[config.mk]
export PLATFORM = sky130hd
export DESIGN_NAME = bias_fetch
export DESIGN_NICKNAME = d
export VERILOG_FILES = /design/src/rtl/bias_fetch.sv
export SDC_FILE = /design/constraint.sdc
export NUM_CORES = 1
export LEC_CHECK = 0
export CAP_MARGIN = 5
export CORE_ASPECT_RATIO = 0.6
export CORE_MARGIN = 4
export CORE_UTILIZATION = 49
export CTS_CLUSTER_SIZE = 14
export DETAILED_ROUTE_END_ITERATION = 10
export PLACE_DENSITY = 0.85
export SETUP_SLACK_MARGIN = 0.05
export SYNTH_ARGS = -nofsm -noshare
export SYNTH_HDL_FRONTEND = slang
export SYNTH_SLANG_ARGS = --single-unit
[constraint.sdc]
create_clock -name clk -period 2 [get_ports clk]
set_input_delay 0.3 -clock clk [delete_from_list [all_inputs] [get_ports clk]]
set_output_delay 0.3 -clock clk [all_outputs]
set_load 0.02 [all_outputs]
[src/rtl/bias_fetch.sv]
// Streams num_ch biases from the bias SRAM into the bias buffer, prefetching one ahead.
// Optional BIAS_FETCH_SHIFT_EN adds a latched bias_shift input with saturating left shift.
module bias_fetch #(
  parameter int BIAS_WIDTH = 8,
  parameter int OUT_WIDTH  = 8,
  parameter int ADDR_WIDTH = 10,
  parameter int CNT_WIDTH  = 10,
  parameter int MEM_LAT    = 1
) (
  input  logic                  clk,
  input  logic                  rst,
  input  logic                  start,
  input  logic [ADDR_WIDTH-1:0] base_addr,
  input  logic [CNT_WIDTH-1:0]  num_ch,
`ifdef BIAS_FETCH_SHIFT_EN
  input  logic [3:0]            bias_shift,
`endif
  input  logic                  next_ch,
  output logic                  next_rdy,
  output logic                  mem_en,
  output logic [ADDR_WIDTH-1:0] mem_addr,
  input  logic [BIAS_WIDTH-1:0] mem_rdata,
  output logic                  bias_read,
  output logic [OUT_WIDTH-1:0]  bias_data,
  output logic                  busy,
  output logic                  done
);

  localparam int LW = (MEM_LAT > 1) ? $clog2(MEM_LAT) : 1;
  localparam logic [LW-1:0] LAT_LAST = LW'(MEM_LAT - 1);

  typedef enum logic [2:0] {S_IDLE, S_FETCH, S_WAIT, S_HOLD, S_DRAIN} state_t;

  state_t                state, state_n;
  logic [ADDR_WIDTH-1:0] base_r;
  logic [CNT_WIDTH-1:0]  num_r;
  logic [CNT_WIDTH-1:0]  fetch_idx;
  logic [CNT_WIDTH-1:0]  ch_cnt;
  logic [LW-1:0]         wait_cnt;
  logic [BIAS_WIDTH-1:0] pf_reg;
  logic                  pf_valid;
  logic [OUT_WIDTH-1:0]  bias_next;
  logic                  accept;
  logic                  xfer;
  logic                  lat_done;

  assign next_rdy = pf_valid;
  assign accept   = start && !busy;
  assign xfer     = next_ch && pf_valid;
  assign lat_done = (wait_cnt == LAT_LAST);

`ifdef BIAS_FETCH_SHIFT_EN
  localparam int WIDE = OUT_WIDTH + 16;
  localparam logic signed [WIDE-1:0] SAT_MAX = (WIDE'(1) << (OUT_WIDTH - 1)) - WIDE'(1);
  localparam logic signed [WIDE-1:0] SAT_MIN = ~SAT_MAX;

  logic [3:0]             shift_r;
  logic signed [WIDE-1:0] shifted;

  // Shift in a 16-bit-wider domain so the clamp sees the true magnitude.
  always_comb begin
    shifted = WIDE'($signed(pf_reg)) <<< shift_r;
    if (shifted > SAT_MAX)
      bias_next = OUT_WIDTH'(SAT_MAX);
    else if (shifted < SAT_MIN)
      bias_next = OUT_WIDTH'(SAT_MIN);
    else
      bias_next = OUT_WIDTH'(shifted);
  end
`else
  always_comb bias_next = OUT_WIDTH'($signed(pf_reg));
`endif

  always_ff @(posedge clk) begin
    if (rst) state <= S_IDLE;
    else     state <= state_n;
  end

  always_comb begin
    state_n  = state;
    mem_en   = 1'b0;
    mem_addr = '0;
    case (state)
      S_IDLE:  if (accept && num_ch != '0) state_n = S_FETCH;
      S_FETCH: begin
        mem_en   = 1'b1;
        mem_addr = base_r + ADDR_WIDTH'(fetch_idx);
        state_n  = S_WAIT;
      end
      S_WAIT:  if (lat_done) state_n = S_HOLD;
      S_HOLD:  if (xfer) state_n = (fetch_idx < num_r) ? S_FETCH : S_DRAIN;
      S_DRAIN: state_n = S_IDLE;
      default: state_n = S_IDLE;
    endcase
  end

  always_ff @(posedge clk) begin
    if (rst) begin
      base_r    <= '0;
      num_r     <= '0;
      fetch_idx <= '0;
      ch_cnt    <= '0;
      wait_cnt  <= '0;
      pf_reg    <= '0;
      pf_valid  <= 1'b0;
      bias_read <= 1'b0;
      bias_data <= '0;
      busy      <= 1'b0;
      done      <= 1'b0;
`ifdef BIAS_FETCH_SHIFT_EN
      shift_r   <= '0;
`endif
    end else begin
      bias_read <= 1'b0;
      done      <= 1'b0;
      case (state)
        S_IDLE: begin
          // busy also covers the single done cycle of an empty layer.
          if (accept) begin
            base_r    <= base_addr;
            num_r     <= num_ch;
            fetch_idx <= '0;
            ch_cnt    <= '0;
            busy      <= 1'b1;
            done      <= (num_ch == '0);
`ifdef BIAS_FETCH_SHIFT_EN
            shift_r   <= bias_shift;
`endif
          end else begin
            busy <= 1'b0;
          end
        end
        S_FETCH: wait_cnt <= '0;
        S_WAIT: begin
          wait_cnt <= wait_cnt + LW'(1);
          if (lat_done) begin
            pf_reg    <= mem_rdata;
            pf_valid  <= 1'b1;
            fetch_idx <= fetch_idx + CNT_WIDTH'(1);
          end
        end
        S_HOLD: begin
          if (xfer) begin
            pf_valid  <= 1'b0;
            bias_read <= 1'b1;
            bias_data <= bias_next;
            ch_cnt    <= ch_cnt + CNT_WIDTH'(1);
            done      <= (ch_cnt == num_r - CNT_WIDTH'(1));
          end
        end
        S_DRAIN: busy <= 1'b0;
        default: ;
      endcase
    end
  end

endmodule
==> results of run 1 <==
==> power groups by stage <==
| stage | clock network (mW) | logic, mW | registers, mW |
|---|---|---|---|
| finish | 1.54 | 0.997 | 1.45 |
| global route | 1.61 | 1.09 | 1.46 |
| CTS | 1.55 | 0.934 | 1.44 |
| detailed placement | 0 | 0.914 | 1.46 |
| global placement | 0 | 0.871 | 1.45 |
| floorplan | 0 | 0.559 | 1.45 |
==> sequential cells by signal, indices dropped and copies added, names as in the netlist <==
signal and flops:
done 1, bias_read 1, bias_data 8, state 3, ch_cnt 10, num_r 10
fetch_idx 10, next_rdy 1, base_r 10, busy 1, bias_next 8, wait_cnt 1
==> cells in the mapped netlist, drive strengths merged, types with 4 or more instances <==
| cell type | count | share of area (%) |
|---|---|---|
| inv | 15 | 1.6 |
| o2111ai | 4 | 0.99 |
| o21ai | 13 | 1.8 |
| nor4 | 7 | 1.4 |
| nor3 | 18 | 2.7 |
| a21o | 4 | 0.85 |
| nor2 | 28 | 3.2 |
| xor2 | 10 | 2.5 |
| xnor2 | 16 | 4.0 |
| a21oi | 53 | 7.5 |
| and3 | 4 | 0.71 |
| nand2 | 86 | 9.1 |
| a211oi | 7 | 1.5 |
| nand3 | 8 | 1.1 |
| ha | 21 | 7.4 |
| clkbuf | 16 | 1.7 |
| dfxtp | 64 | 36 |
| and2 | 6 | 1.1 |
| buf | 8 | 1.2 |
| a31oi | 4 | 0.71 |
| nand2b | 7 | 1.4 |
==> cell type report <==
type                    count  area [um2]  share of cell area [%]
repair buffers            101       869.6                   17.79
clock buffers               9       225.2                   4.608
multi-input cells         340        2260                   46.24
flip-flops and latches     64        1292                   26.45
clock inverters             7       72.57                   1.485
well taps                  87       108.9                   2.227
inverters                  15       58.81                   1.203
==> critical path, stage by stage, from the launching register on <==
cell and delay [ns]:
dfxtp_2 0.34, ha_4 0.17, fa_2 0.35, a21o_1 0.21, a21oi_4 0.17, o21ai_1 0.10, a31oi_1 0.22, mux2i_2 0.23
buf_4 0.16
==> what timing repair did <==
action,in CTS,in global routing
endpoints found under the setup margin,13,14
pin swaps,11,10
setup buffers,4,6
resized for setup,62,18
==> layer usage <==
layer | part of all wire (%) | routed length, um | GRT usage, % | vias to the layer above
met5 | 0 | 0 | 0 | -
met3 | 8.3 | 837 | 6.769 | 24
met4 | 1.9 | 186 | 8.961 | 0
met1 | 43 | 4307 | 28.79 | 1637
met2 | 47 | 4711 | 38.87 | 150
li1 | - | - | - | 1722
==> cell usage in the layout, fill, tap and decap left out, types with 3 or more instances in the layout <==
master	synthesis	final
buf_6	0	4
buf_4	1	50
nand2_1	86	86
a211oi_1	7	5
nand4_1	3	3
buf_2	6	4
nand3_1	8	8
a21o_1	4	4
ha_1	21	19
nor3_1	17	16
a31oi_1	4	4
nor2_1	27	27
o21ai_0	13	12
a21oi_2	0	4
o2111ai_1	4	4
nor4_1	6	5
and3_1	4	3
dfxtp_2	0	3
clkbuf_16	0	9
xnor2_1	16	15
nand2b_1	6	6
nand3b_1	3	3
mux2i_2	0	3
dfxtp_1	64	59
a21oi_1	53	48
clkdlybuf4s50_1	0	42
inv_1	15	14
and2_1	4	4
xor2_1	10	10
==> worst min-delay path by stage <==
stage	cells past startpoint	slack, ns	from	to
finish	3	0.45	rst	done
global route	3	0.45	rst	done
CTS	3	0.38	rst	done
detailed placement	2	0.45	bias_data[5]	bias_data[5]
global placement	2	0.44	bias_next[5]	bias_data[5]
floorplan	2	0.43	bias_next[0]	bias_data[0]
==> cell families after synthesis <==
kind of cell	after synthesis	synth area share (%)
AOI/OAI and AO/OA	104	18.45
xor gates and xnor gates	26	6.420
adders and majority gates	22	7.972
buffers and inverters	39	4.444
DFF	64	36.12
muxes	5	1.481
and+or+nand+nor	183	25.11
==> results.yml, run 1 <==
drt:
  drcViolationCount: 0
  drtIter0Drc: 327
  vias: 3533
  vias_per_cell: 5.671
  postRouteWirelength_um: 10040
  antenna_left: 0
  drt_first_pass_iters: 5
  wire_per_inst_um: 16.12
power:
  p_switching_mw: 1.213
  vdd_drop_max_v: 0.0004054
  p_clk_share_pct: 38.7
  total_power_mw: 3.984
  power.density_nw_per_um2: 815.3
  leakage_nw: 1.921
  sw_frac_of_total_pct: 30.44
  power_report.internal_total_mw: 2.772
  seqPwrFrac_pct: 36.3
  p_comb_share_pct: 25.0
worst_setup_path:
  r2r_cells: 5
  startpoint: "fetch_idx[0]"
  start_kind: "flip-flop"
  r2r_slack_ns: 0.10
  critPathKind: "reg -> out"
  critPathArrivalTime_ns: 2.26
  end_kind: "output pin"
  cp-endpoint: "mem_addr[8]"
  rr_endpoint: "ch_cnt[8]"
  cp.required_ns: 1.70
  r2r-start: "state[1]"
  crit_fanout: 3
synthesis:
  yosysSeqAreaShare_pct: 36.12
  synth_area_um2: 3547
  synthArstFlopShare_pct: 0
  synth_cell_types: 54
  syn-num-nets: 497
  ys_seq_elements: 64
  syn_inst: 443
  syn_avg_cell_area_um2: 8.007
  yosys_warnings: 0
  synth_edf_count: 0
  synth_flop_cell: "dfxtp_1"
floorplanning:
  die_width_um: 117.8
  die_y_um: 73.91
  dieArea_um2: 8709
  core_um2: 6849
  ios: 55
  start_util_pct: 51.79
  rows: 23
clocking:
  cts_root_buffer: "clkbuf_16"
  clock_latency_ns: 0.33
  numCtsBuffers: 9
  clk_pin_slew_ns: 0.05
  h-tree-depth: 3
  cts_tree: "built"
  clkSinkCount: 64
  cts_buffer_depth: 2
  hold_buffers: 0
sta:
  worst_slew_pin_slew_ns: 0.6354
  slew_headroom_pct: 57.64
  drv_slew: 0
  setup_violations: 8
  rsz0062_at_grt: "yes"
  fmax_mhz: 390.0
  setup_ws_ns: -0.5638
  clock_skew_ns: 0.005448
  totalNegativeSetupSlack_ns: -2.884
  finalHoldViolations: 0
  period_share_pct: 128.2
  fin_hold_ws_ns: 0.4482
  min_period_ns: 2.564
placed_design:
  dp_hpwl_um: 7120
  postPlaceCellArea_um2: 4432
  routabilityCongestion: 0.8705
  io_buffer_count: 54
  dp.cells: 599
  post-place-ws_ns: -0.6444
finish:
  fin_cells: 623
  antenna_cells: 0
  layout.nets: 585
  post_route_cells_drive_above_1_share_pct: 21.27
  finish.utilization_pct: 71.36
  fillers: 495
  postLayoutCellArea_um2: 4887
  area_delta_synth_final_pct: 37.78
worst_hold_path:
  hold_path_class: "in -> reg"
global_route:
  grt_overflow: 0
  grt_pass1_wl_um: 16390
  grt_start_max_net_pins: 63
  grt_pass1_vias: 3531
  grt_antenna_before_repair: 0
  grt.total_usage_pct: 23.16
run_status:
  violations: "setup timing"
  status: "finished, violations left"
job:
  cap_violations: 0
No activity file was read; power rests on OpenSTA's default activity.
==> run 2, diff against run 1 <==
--- a/config.mk
+++ b/config.mk
@@ -6,7 +6,7 @@
 export NUM_CORES = 1
 export LEC_CHECK = 0
 export CAP_MARGIN = 5
-export CORE_ASPECT_RATIO = 0.6
+export CORE_ASPECT_RATIO = 1.75
 export CORE_MARGIN = 4
 export CORE_UTILIZATION = 49
 export CTS_CLUSTER_SIZE = 14
==> run 2 against run 1 <==
The flow still finishes with violations (setup timing). Register-to-register slack improved by 0.04 ns. Via count up 1.7%. Core utilization up 0.48 points. Hold slack got worse by 0.056 ns. Cell count increased by 0.32%. Die area rose by 0.10%. Power is 8.5% higher. Largest power group unchanged. Flip-flop and latch count unchanged. Global-route usage up 0.93 points. Combinational power rose by 5%. Clock skew grew 0.0021 ns. Critical path type unchanged.
==> results.yml, run 2 (same netlist as run 1, synthesis figures left out) <==
sta:
  min_period_ns: 2.559
  rsz0062_at_grt: "yes"
  slew_headroom_pct: 57.11
  clock_skew_ns: 0.007499
  fmax_mhz: 390.8
  finalHoldViolations: 0
  fin_hold_ws_ns: 0.3924
  totalNegativeSetupSlack_ns: -2.232
  setup_violations: 7
  drv_slew: 0
  worst_slew_pin_slew_ns: 0.6434
  period_share_pct: 127.9
  setup_ws_ns: -0.5590
drt:
  antenna_left: 0
  wire_per_inst_um: 16.30
  drtIter0Drc: 292
  drcViolationCount: 0
  vias_per_cell: 5.747
  vias: 3592
  postRouteWirelength_um: 10190
  drt_first_pass_iters: 4
power:
  power.density_nw_per_um2: 865.1
  total_power_mw: 4.323
  vdd_drop_max_v: 0.0006103
  leakage_nw: 1.980
floorplanning:
  die_width_um: 72.32
  start_util_pct: 50.99
  dieArea_um2: 8718
  die_y_um: 120.6
  rows: 40
  core_um2: 6957
  ios: 55
worst_setup_path:
  cp.required_ns: 1.70
  r2r_slack_ns: 0.14
  start_kind: "flip-flop"
  crit_fanout: 3
  critPathArrivalTime_ns: 2.26
  r2r-start: "fetch_idx[7]"
  r2r_cells: 6
  critPathKind: "reg -> out"
  crit_chain: "ha_4 -> fa_2 -> a21o_1 -> a21oi_2 -> o21ai_1 -> a31oi_1 -> mux2i_2 -> buf_4"
  end_kind: "output pin"
  startpoint: "base_r[0]"
  crit_slowest_cell: "dfxtp_2"
  max_stage_delay_ns: 0.34
  rr_endpoint: "state[0]"
global_route:
  grt_antenna_before_repair: 0
  grt_overflow: 0
  grt_pass1_vias: 3670
  grt_start_max_net_pins: 63
  grt.total_usage_pct: 24.09
  grt_pass1_wl_um: 16450
worst_hold_path:
  hold-path-cell-count: 3
  timing.hold.worst_endpoint: "done"
  worstHoldStart: "rst"
  hold_path_class: "in -> reg"
placed_design:
  io_buffer_count: 54
  dp.cells: 605
  routabilityCongestion: 0.8551
  dp_hpwl_um: 6974
finish:
  final_cell_mix: "nand2_1 (86), dfxtp_1 (58), buf_4 (54)"
  antenna_cells: 0
  fin_cells: 625
  layout.nets: 590
  final-seq-area_um2: 1294
  finish.utilization_pct: 71.83
  multi_input_area_um2: 2250
  post_route_cells_drive_above_1_share_pct: 22.18
  final_common_cell: "nand2_1"
  area_delta_synth_final_pct: 40.88
  fillers: 518
clocking:
  clk_pin_slew_ns: 0.05
  clkSinkCount: 64
  h-tree-depth: 3
  hold_buffers: 0
  numCtsBuffers: 9
  cts_tree: "built"
  clock_latency_ns: 0.33
  cts_buffer_depth: 2
  cts_root_buffer: "clkbuf_16"
run_status:
  status: "finished, violations left"
  violations: "setup timing"
job:
  cap_violations: 0
-- run 2: changes by cell type in the layout (fill, tap and decap cells not counted), moves of 2 or more --
cell	change
xnor2_2	+2
a211oi_2	-2
clkbuf_8	+2
and2_4	+2
bufinv_16	+2
buf_6	+3
clkinv_4	-2
a211oi_1	+2
xnor2_1	-2
and2_1	-2
buf_2	-3
buf_4	+4
-- run 2: critical path: cells and delay by family, from the launching register on --
kind                     cells  cell delay [ns]
buffers and inverters        1             0.16
AO/OA/AOI/OAI                4             0.68
adder cells (fa/ha/maj)      2             0.50
multiplexers                 1             0.24
flip-flops                   1             0.34
-- run 2: metrics by stage --
stage | area (um2) | setup slack, ns
global route | 4997 | -0.6797
CTS | 4921 | -0.5213
global placement | 4508 | -0.6157
detailed placement | 4508 | -0.6279
floorplan | 3587 | -0.08974
finish | 4997 | -0.5590
-- run 2: what timing repair did --
action | in CTS | in global routing
buffers inserted | 5 | 2
pin swaps | 8 | 6
endpoints found under the hold margin | 0 | 0
setup endpoints to repair | 11 | 16
resized for setup | 63 | 22
-- run 2: routing by layer --
metal  track usage [%]  routed length [um]
met2             44.24                5614
met3             6.156                 467
met4             12.12                 345
met5                 0                   0
met1             24.15                3761
-- run 2: worst max path at each step --
stage	slack, ns	end	depth (start not counted)
after floorplan	-0.09	mem_addr[8]	7
after detailed placement	-0.63	mem_addr[8]	8
after global placement	-0.62	mem_addr[8]	8
final	-0.56	mem_addr[8]	8
after CTS	-0.52	mem_addr[8]	8
after global routing	-0.68	mem_addr[8]	8
-- run 2: layout make-up --
class / count / area share [%]
inverters: 15 / 1.177
repair buffers: 106 / 18.70
flip-flops and latches: 64 / 25.89
multi-input cells: 340 / 45.02
clock inverters: 5 / 2.053
clock buffers: 11 / 5.058
well taps: 84 / 2.103
-- run 2: power breakdown --
group          leakage [nW]  internal, mW  switching (mW)
clock                 0.172          1.28           0.559
combinational          1.29         0.491           0.554
sequential            0.523          1.36          0.0759
